### src/rtl/d_ff_shift_reg.sv
// WIDTH-bit register bank with enable, synchronous reset, and eight modes:
// hold, load, shift, rotate, arithmetic shift and clear, with q/qb, so, changed.
module d_ff_shift_reg #(
  parameter int              WIDTH       = 8,
  parameter logic [WIDTH-1:0] RESET_VALUE = {WIDTH{1'b0}}
) (
  input  logic             clk,
  input  logic             rst,
  input  logic             en,
  input  logic [2:0]       mode,
  input  logic [WIDTH-1:0] d_in,
  input  logic             si_left,
  input  logic             si_right,
  output logic [WIDTH-1:0] q,
  output logic [WIDTH-1:0] qb,
  output logic             so,
  output logic             changed
);

  localparam int N = WIDTH - 1;

  typedef enum logic [2:0] {
    M_HOLD = 3'b000,
    M_LOAD = 3'b001,
    M_SHL  = 3'b010,
    M_SHR  = 3'b011,
    M_ROL  = 3'b100,
    M_ROR  = 3'b101,
    M_ASR  = 3'b110,
    M_CLR  = 3'b111
  } mode_e;

  logic [WIDTH-1:0] q_next;
  logic             so_next;

  always_comb begin
    q_next  = q;
    so_next = so;
    unique case (mode_e'(mode))
      M_HOLD: ;
      M_LOAD: q_next = d_in;
      M_SHL: begin
        q_next  = {q[N-1:0], si_left};
        so_next = q[N];
      end
      M_SHR: begin
        q_next  = {si_right, q[N:1]};
        so_next = q[0];
      end
      M_ROL: begin
        q_next  = {q[N-1:0], q[N]};
        so_next = q[N];
      end
      M_ROR: begin
        q_next  = {q[0], q[N:1]};
        so_next = q[0];
      end
      // sign bit replicated, si_right not used
      M_ASR: begin
        q_next  = {q[N], q[N:1]};
        so_next = q[0];
      end
      M_CLR: begin
        q_next  = '0;
        so_next = 1'b0;
      end
    endcase
  end

  always_ff @(posedge clk) begin
    if (rst) begin
      q       <= RESET_VALUE;
      so      <= 1'b0;
      changed <= 1'b0;
    end else if (!en) begin
      changed <= 1'b0;
    end else begin
      q       <= q_next;
      so      <= so_next;
      changed <= (q_next != q);
    end
  end

  assign qb = ~q;

endmodule

### config.mk
export PLATFORM = sky130hd
export DESIGN_NAME = d_ff_shift_reg
export DESIGN_NICKNAME = d
export VERILOG_FILES = /design/src/rtl/d_ff_shift_reg.sv
export SDC_FILE = /design/constraint.sdc
export NUM_CORES = 1
export LEC_CHECK = 0
export BUFFER_PORTS_ARGS = -buffer_cell sky130_fd_sc_hd__buf_2
export CORE_AREA = 5 5 50 52
export DETAILED_ROUTE_END_ITERATION = 10
export DIE_AREA = 0 0 55 57
export PLACE_DENSITY = 0.75
export RECOVER_POWER = 25
export SLEW_MARGIN = 20
export SYNTH_ARGS = -nofsm -noshare
export SYNTH_HDL_FRONTEND = slang
export SYNTH_SLANG_ARGS = --single-unit
### constraint.sdc
create_clock -name clk -period 2 [get_ports clk]
set_clock_uncertainty 0.2 [all_clocks]
set_input_delay 0.2 -clock clk [delete_from_list [all_inputs] [get_ports clk]]
set_output_delay 0.2 -clock clk [all_outputs]
set_load 0.1 [all_outputs]
Word-level counts from Yosys, hierarchy flattened
Index checks and enable logic that the tools add are counted.

cells by class
  eq/ne operators = 8
  divide/modulo/power cells = 0
  reduce and logical (&&, ||, !) cells = 5
  magnitude comparators = 0
  multipliers = 0
  bitwise operators = 2
  shifts and indexed selects = 0
  add/sub/neg operators = 0
  mux-type cells = 2

operator list
  operator                                        number
  case mux 8 bit (7 select lines)                 1
  == test 3 bit (second input constant)           4
  inequality test 8 bit                           1
  NOT 8 bit                                       1
  == test 3 x 2 -> 1 bit (second input constant)  2
  OR reduction 2 bit                              2
  == test 3 x 1 -> 1 bit (second input constant)  1
  case mux 1 bit (3 select lines)                 1
  nonzero test 3 bit                              1
  OR reduction 3 bit                              1
  AND reduction 2 bit                             1
  NOT 1 bit                                       1

word-level totals
  output and inout port bits = 18
  bits in writable memories = 0
  input port bits = 16
  memory bits (read-only) = 0
  bits in registers = 10
  word-level logic and storage cells = 20
  memories kept = 0
  latch bits = 0

Longest topological paths before layout
Gate-level depths: netlist (run 1).

  word-level depth = 4
  gate-level depth with buffers = 8
  gate-level depth less buffers = 6

Worst setup path after synthesis (run 1)
Ideal clock, no wire load.

  path kind = flip-flop to flip-flop
  from = register q[0]
  to = register changed
  arrival time = 2.691 ns
  path slack = -1.028 ns
  path buffers = 0
  cell stages (with the launch flop) = 7
  period minus slack after synthesis = 3.028 ns
  cell sequence = dfxtp_1 -> inv_1 -> a311oi_1 -> o21ai_0 -> a22oi_1 -> a41o_1 -> o311ai_1

between the ends
  longest elaborated chain between the ends = 2

RTL lines
  item                             line  text
  start: declaration               14    output logic [WIDTH-1:0] q,
  start signal: assignment         78    q <= q_next;
  case mux 8 bit (7 select lines)  39    unique case (mode_e'(mode))
  inequality test 8 bit (*)        80    changed <= (q_next != q);
  end signal: assignment           80
  end: declaration                 17    output logic changed

Mark *: on every way between the ends. The rest lies on a longest branch, timed or not.
A chain may end at the register's enable or synchronous reset.

Worst setup path in the final report (run 1)
  from = input mode[1]
  to = register changed

between the ends
  longest elaborated chain between the ends = 3
  elaborated cells between the ends (all ways) = 9
  those cells by class = 8 x eq/ne; 1 x mux

RTL lines
  item                                         line  text
  start: declaration                           10    input logic [2:0] mode,
  == test 3 bit, or another cell as far along  39
  case mux 8 bit (7 select lines) (*)          39
  inequality test 8 bit (*)                    80

Marked as above.

==> summary by stage, run 1 <==
Route
After detailed routing, the average wire length per cell comes to 14.1 µm. In this run, the number of DRC markers left after iteration 0 of detailed routing was 20. In the routed design, unresolved DRC markers number 0. The remaining antenna violation count is 0. The via count of the routed design is 981. The number of optimization iterations in the first detailed-route pass is 4. The final routed wirelength across all metal layers is around 2400 µm.

The number of vias per cell after detailed routing is 5.80.

Worst setup path
The class of the most critical setup path is in2reg. For the worst setup path, the data arrival time is 1.71 ns. The worst setup path is launched from a primary input.

Counting cells, the worst reg-to-reg path comes to 6. Across all register-to-register paths, the minimum setup slack is about 0.29 ns. STA puts the critical path data required time at 1.94 ns. In this run the critical register-to-register path is launched from q[0]. The worst register-to-register path ends at changed. STA classifies the critical path endpoint as a register. The top fanout value on the critical path is 19.

For this design, the slowest cell found on the critical path is buf_2. Walking the worst path, the cells encountered are buf_2 > xor2_4 > a311oi_1 > o21ai_1 > a22oi_1 > a31o_2 > o311ai_1. The maximum single-stage delay on the critical path is between 0.3 and 0.4 ns.

Worst hold path
The cell depth of the worst hold path is 2. The hold-critical path endpoint is q[1]. The start point of the worst hold path is rst. The type of the worst min-delay path is in2reg.

Floorplan
The effective utilization at floorplan is 44.1%. In this run the vertical extent of the chip is 57 µm. The I/O pin total is 34.

The area of the die is 3140 µm². The horizontal extent of the die is 55 µm. The site row count is 17. After floorplanning, the core was sized to cover roughly 2100 µm².

Final layout
The combined flip-flop and latch cell area is 218 µm². Relative to the synthesized area, the layout overhead comes to 21.5%. Fill cells in the final layout number 215. The final layout net count is 158.

In the final layout, the multi-input gates occupy 597 µm². Cells with a size suffix above 1 make up 41.1% of the layout. 0 antenna diodes ended up in the layout.

Power and ir drop
IR analysis of the VDD net gives a maximum drop of about 290 µV. The total power density per cell area is 750 nW/µm². The leakage power total is about 0.42 nW.

Yosys
The synthesized design contains 10 register bits. Summing the areas of all compound-gate instances in the mapped netlist gives 36.7% of the synthesized area. The share of synthesized area occupied by flip-flops and latches is 22.0%.

Yosys mapped a number of flops with a built-in enable equal to 0. The multiplexer share of the synthesized area is 1.10%. By area, the combinational part of the netlist is dominated by compound AO/OA/AOI/OAI gates. Summing the areas of all xor and xnor instances in the mapped netlist gives 3.99% of the synthesized area.

For this run, the leading register cell type out of synthesis is dfxtp_1. Dividing the synthesized area by the synthesized cell count gives 8.19 µm². The count of mapped cells out of synthesis is between 100 and 150. The number of nets handed over by synthesis was between 100 and 150. Summing every instance area after synthesis gives 910 µm².

The unique cell type count in the Yosys netlist is 42. The synthesized-area fraction occupied by adder cells is 0%. The proportion of synthesized flip-flops having asynchronous set or reset is 0%.

For this run, the number of Yosys warnings is 0. The share of synthesized cell area in and, or, nand and nor gates is between 20% and 30%.

Clock network
The clock tree buffer depth is 2. Gates resized during post-CTS repair numbered 0. Clock latency on the worst-skew pair, taken at its later pin, is 0.27 ns. Buffers inserted during clock tree synthesis total 3. For this design, the sink count on the clock tree is 10. Once the clock tree was built, the setup fixing pass inserted 0 buffers.

After clock tree synthesis, the clock-pin slew on the worst setup and hold paths is 0.07 ns. The count of hold buffers inserted by post-cts repair is 0. TritonCTS built the clock tree. Clock tree synthesis selected as its root buffer the cell clkbuf_4.

The level count of the clock H-tree is 1.

Global routing
The via count of the first global-routing pass is 897. The largest net degree at the start of global routing is 20. Global routing used 16.7% of the available tracks. The first-pass GRT wire length is slightly below 4000 µm. The initial antenna violation count came to 0. The aggregate global routing overflow is 0.

Timing
The final setup violation count is 0. The maximum achievable frequency is 0.563 GHz. The worst path needs 1.78 ns of the cycle, external delays included. Setup repair after global routing left no endpoint under its margin. The accumulated negative setup slack is 0 ns. The slew at the pin closest to its max-slew limit is 0.541 ns. The final-report max-slew violation count came to 0.

On the final layout, the worst hold slack is 0.0214 ns. The final-report hold violation count is 0. The worst pin sits at a relative slew slack of 64.1%. In the finished design, the share of the clock period the worst path needs comes to about 90%.

Run status
The flow ran to the end, and the final reports show no timing, DRC or antenna violations.

Flow run
Max-cap violations in this run came to 0.

Place
The detailed-placement wirelength estimate is 1860 µm. At the end of routability-driven placement, the weighted congestion stood at between 0.9 and 1. The count of buffers added on input and output ports is 33.
## per-stage QoR
step | power [mW] | worst slack (ns) | area [µm²] | util [%] | cells
2_1_floorplan | 0.620 | -0.316 | 938 | - | 111
3_3_place_gp | 0.683 | 0.0166 | 1080 | 52.3 | 165
3_5_place_dp | 0.686 | -0.0253 | 1080 | 52.3 | 165
4_1_cts | 0.831 | 0.225 | 1100 | 53.5 | 169
5_1_grt | 0.868 | 0.0791 | 1100 | 53.5 | 169
6_report | 0.828 | 0.224 | 1100 | 53.5 | 169
## synthesized netlist by cell type, types with 2 or more instances
cell type,n,area [µm²]
nor2_1,11,41.3
dfxtp_1,10,200
inv_1,10,37.5
a211oi_1,9,67.6
buf_6,5,56.3
nand2_1,4,15.0
nor3_1,4,20.0
o21ai_0,4,20.0
a22oi_1,3,22.5
nand2b_1,3,18.8
nor4b_2,3,45.0
o211ai_1,3,22.5
o21a_1,3,22.5
o21ai_1,3,15.0
a21oi_1,2,10.0
a311oi_1,2,17.5
and3_1,2,12.5
clkbuf_1,2,7.51
nor2b_1,2,12.5
nor3b_1,2,15.0
o221ai_1,2,17.5
o22ai_1,2,12.5
## worst max-delay path, delay by kind of cell
kind            cells  cell delay [ns]
xor+xnor            1             0.19
buf+inv             1             0.35
compound gates      5             0.96
## placed cells by master, fill, tap and decap left out, drive strengths merged, types with 3 or more instances in the layout
cell / n
buf: 30
nor2: 11
dfxtp: 10
a211oi: 9
clkbuf: 9
inv: 7
o21ai: 7
nand2: 5
nor3: 4
clkinvlp: 3
o21a: 3
nor4b: 3
o211ai: 3
nand2b: 3
a22oi: 3
o221ai: 3
a21oi: 3
a311oi: 3
## logic make-up after synthesis
| kind of cell | count (synthesis) |
|---|---|
| AOI/OAI and AO/OA | 43 |
| and+or+nand+nor | 36 |
| DFF | 10 |
| xor gates and xnor gates | 2 |
| buffers and inverters | 19 |
| muxes | 1 |
## state kept, by name (all words and copies together) (netlist names)
register,count
so,1
changed,1
q,8
## power breakdown
part	internal, mW	switching [mW]
combinational	0.0987	0.335
clock	0.0771	0.0683
sequential	0.219	0.0302
total	0.395	0.434
## layout make-up
| class | instances | share of cell area (%) |
|---|---|---|
| clock buffer | 4 | 2.38 |
| tap | 28 | 3.17 |
| inverter | 10 | 4.42 |
| sequential | 10 | 19.7 |
| timing repair buffer | 35 | 16.3 |
| multi-input combinational | 82 | 54.0 |
## worst max-delay path by stage
stage,startpoint,to
2_1_floorplan,q[0],changed
3_3_place_gp,mode[1],changed
3_5_place_dp,mode[1],changed
4_1_cts,mode[1],changed
5_1_grt,mode[1],changed
6_report,mode[1],changed
## routing by layer
metal | track usage (%) | wire [µm] | share of wire (%) | up-vias
met5 | 0 | 0 | 0 | -
met4 | 9.03 | 36 | 1.5 | 0
met3 | 3.13 | 192 | 8.0 | 4
met2 | 25.5 | 1160 | 48 | 41
met1 | 21.6 | 1010 | 42 | 452
li1 | - | - | - | 484
Power figures use the tool's default switching activity.
==> run 2, diff against run 1 <==
Settings changed: ABC_AREA set to 1, CORE_AREA 5 5 50 52 to 5 5 52 54, DIE_AREA 0 0 55 57 to 0 0 57 59, PLACE_DENSITY 0.75 to 0.77.
==> run 2 against run 1 <==
Synthesized cell count grew 71%; clock-buffer cell count shrank 1; worst setup slack gained 0.12 ns; first-iteration DRC count grew to 2.7 times the previous value; critical path depth grew 5; die area grew 7.3%; global-route usage grew 3.2 points; combinational power shrank 9.0%; total power shrank 5.6%; wire length grew 30%; register-to-register slack gained 0.12 ns; final cell count grew 48%; highest routed layer unchanged.
==> summary by stage, run 2 <==
Run status
The run finished with clean final reports.

Clock network
The TritonCTS sink count is 10. The post-CTS resize count is 0. The count of hold buffers inserted by post-cts repair is 1. At the later pin of the worst-skew pair, clock insertion delay measures between 0.2 and 0.3 ns. TritonCTS built the clock tree. After clock tree synthesis, the clock-pin slew on the worst setup and hold paths is about 0.060 ns. Counting the buffers created by CTS gives 3.

The clock tree buffer depth is 2. The buffer cell driving the clock tree root is clkbuf_4. In this run the number of H-tree levels came out at 1. In this run the post-CTS setup repair buffer count came out at 0.

Power and ir drop
The power share of the combinational group is 50.6%. The switching power of the nets is between 0.4 and 0.5 mW. The post-route total power is 0.782 mW. The largest vdd supply drop is 459 µV.

The design internal power is about 0.36 mW. The power share of the sequential group is 31.2%. For this design the ratio of total power to cell area is roughly 600 nW/µm². The share of total power dissipated in the clock network is 18.2%. The share of total power consumed by net switching is 53.6%. The analysis attributes to cell leakage a power of 0.694 nW.

Yosys
By area the synthesized netlist is led by dfxtp_1, nand2_1, nand4_1. Among all cell types in the netlist, the one instantiated most often is nand2_1. Of the post-synthesis cell area, the dominant cell type holds a little under a fifth. After synthesis, flip-flops and latches occupy 19.0% of the total area. The post-synthesis instance area is 1050 µm².

The primary flip-flop cell chosen by synthesis mapping is dfxtp_1. The netlist uses 19 different library cells. The number of enable flip-flop cells after synthesis is 0.

Sorting the synthesized cells by how often they occur yields nand2_1, nor2_1, inv_1. The number of nets handed over by synthesis was between 200 and 250. The proportion of synthesized flip-flops having asynchronous set or reset is 0%. Averaged over all synthesized cells, the footprint is approximately 5.5 µm². The number of warnings reported in the yosys synthesis log is 0. dfxtp_1 takes more of the synthesized area than any other cell. The count of mapped cells out of synthesis is 190.

In this run, synthesis produced a sequential element count of 10.

Floorplan
The I/O pin total is 34. The die covers 3360 µm². The core area is 2170 µm².

The horizontal extent of the die is ~57 µm. The site row count is 17. The chip height is roughly 59 µm. The effective utilization at floorplan is 48.6%.

Final layout
The top cell types in the final layout, fill and taps aside, are nand2_1, nor2_1, buf_2. The register with the most flip-flops in the layout has 8 of them. The count of inserted antenna diode cells is 0. The most common cell after layout, fill and taps aside is nand2_1. The fraction of layout instances using a drive strength above 1 is 30.6%.

For this run, the post-layout net count is 240. The largest registers in the layout are q (8), changed (1), so (1). The multi-input combinational cell area is 709 µm². The register name with the most flops is q. The sequential cells in the finished layout cover a total of roughly 230 µm². The number of filler cells placed in the layout is approximately 230. The final instance area is 1310 µm². From synthesis to final layout, the design area changed by 24.5%.

Worst setup path
The required time at the worst-slack endpoint is between 1.5 and 2 ns. The worst setup path is captured at a register. The type of origin of the critical path is a primary input.

STA puts the critical path data arrival time at 1.63 ns. The source of the critical timing path is mode[0]. The reg-to-reg startpoint is q[5]. The top fanout value on the critical path is 14.

The critical path is of the in2reg type.

Timing
The maximum achievable frequency is between 0.6 and 0.7 GHz. For the pin with the worst max-slew slack, the measured transition is between 0.5 and 0.6 ns. Dividing the final minimum period by the clock period gives 82.9%. Setup violations remaining at the end of the flow were counted as 0. The final-report max-slew violation count was 0. The headroom to the max-slew limit is 63.5%. Setup repair after global routing left no endpoint under its margin. The final-report hold violation count is 0.

The accumulated negative setup slack is 0 ns. The smallest clock period supported by the final layout is computed as 1.66 ns.

Route
The remaining antenna violation count is 0. The via count of the routed design is 1325. The final routed wirelength across all metal layers is 3110 µm.

The number of optimization iterations in the first detailed-route pass is 4. The number of vias per cell after detailed routing is 5.30. After detailed routing, the number of remaining DRC violations is 0. The number of DRC markers after the initial detailed-route iteration is 53. After detailed routing, the average wire length per cell comes to between 10 and 15 µm.

Global routing
The first-pass GRT wire length is 5350 µm. Across every metal layer, demand over resource in global routing totals between 10% and 20%. The initial antenna violation count is 0.

The aggregate global routing overflow is 0. The largest net degree at the start of global routing is 18. The via count of the first global-routing pass was 1191.

Place
At the end of routability-driven placement, the weighted congestion stood at around 0.9. Summing all placed instances gives a cell area of 1280 µm². Buffers placed on the I/O ports in this run total 33. The detailed-placement wirelength estimate is 2410 µm.

Worst hold path
The path class of the tightest hold or removal check is in2reg. The worst hold path begins at rst.

Flow run
The count of max-cap constraint violations is 0.
## run 2: changes by cell type in the layout (fill, tap and decap cells not counted), moves of 6 or more
cell / before / now
inv_1: 7 / 18
o21ai_0: 3 / 10
nand4_1: 0 / 20
nand2_1: 4 / 49
nor2_1: 11 / 31
a211oi_1: 9 / 0
a21oi_1: 2 / 8
nand3_1: 0 / 13
## run 2: path summary, 6_finish.rpt
check	cells past startpoint	slack (ns)	to
worst max-delay path	12	0.34	changed
worst min register to register	2	0.36	so
worst max register to register	10	0.41	changed
worst min-delay path	4	0.11	q[1]
## run 2: power by group through the flow
stage / registers, mW / clock network [mW] / logic, mW
after CTS: 0.243 / 0.143 / 0.396
final: 0.244 / 0.142 / 0.395
after global placement: 0.247 / 0 / 0.390
after global routing: 0.247 / 0.159 / 0.428
after detailed placement: 0.248 / 0 / 0.393
after floorplan: 0.347 / 0 / 0.220
## run 2: metal layers
layer  vias up  global-route usage (%)  wire [µm]
li1        694                       -          -
met1       563                    27.0       1310
met2        63                    32.6       1450
met3         5                    3.05        314
met4         0                    5.30         40
met5         -                       0          0
## run 2: cell families after synthesis
family	count (synthesis)	share of synthesized area [%]
flip-flops	10	19.0
AND/OR/NAND/NOR	125	56.7
buffers and inverters	34	13.7
AO/OA/AOI/OAI	21	10.7
## run 2: layout make-up
type	count	area share [%]
Multi-Input combinational cell	146	54.1
Clock buffer	3	1.72
Inverter	29	10.6
Sequential cell	10	17.6
Tap cell	28	2.67
Timing Repair Buffer	34	13.4
## run 2: per-stage QoR
| step | utilization (%) | worst slack, ns | std cells | hold WS, ns |
|---|---|---|---|---|
| after global routing | 60.4 | 0.158 | 250 | 0.120 |
| final | 60.4 | 0.342 | 250 | 0.110 |
| after detailed placement | 58.9 | 0.0890 | 246 | 0.269 |
| after CTS | 60.4 | 0.373 | 250 | 0.111 |
| after floorplan | - | -0.0444 | 190 | 0.127 |
| after global placement | 58.9 | 0.193 | 246 | 0.268 |
## run 2: worst max-delay path, cell delays in order
cell and delay [ns]:
buf_2 0.25, inv_2 0.17, nand3_2 0.17, nand3_4 0.15, nand2_2 0.09, nand4_1 0.11, nand2_1 0.08, nand2_1 0.05
nor2_1 0.13, nand2_1 0.06, nor2_1 0.11, nor2_1 0.04
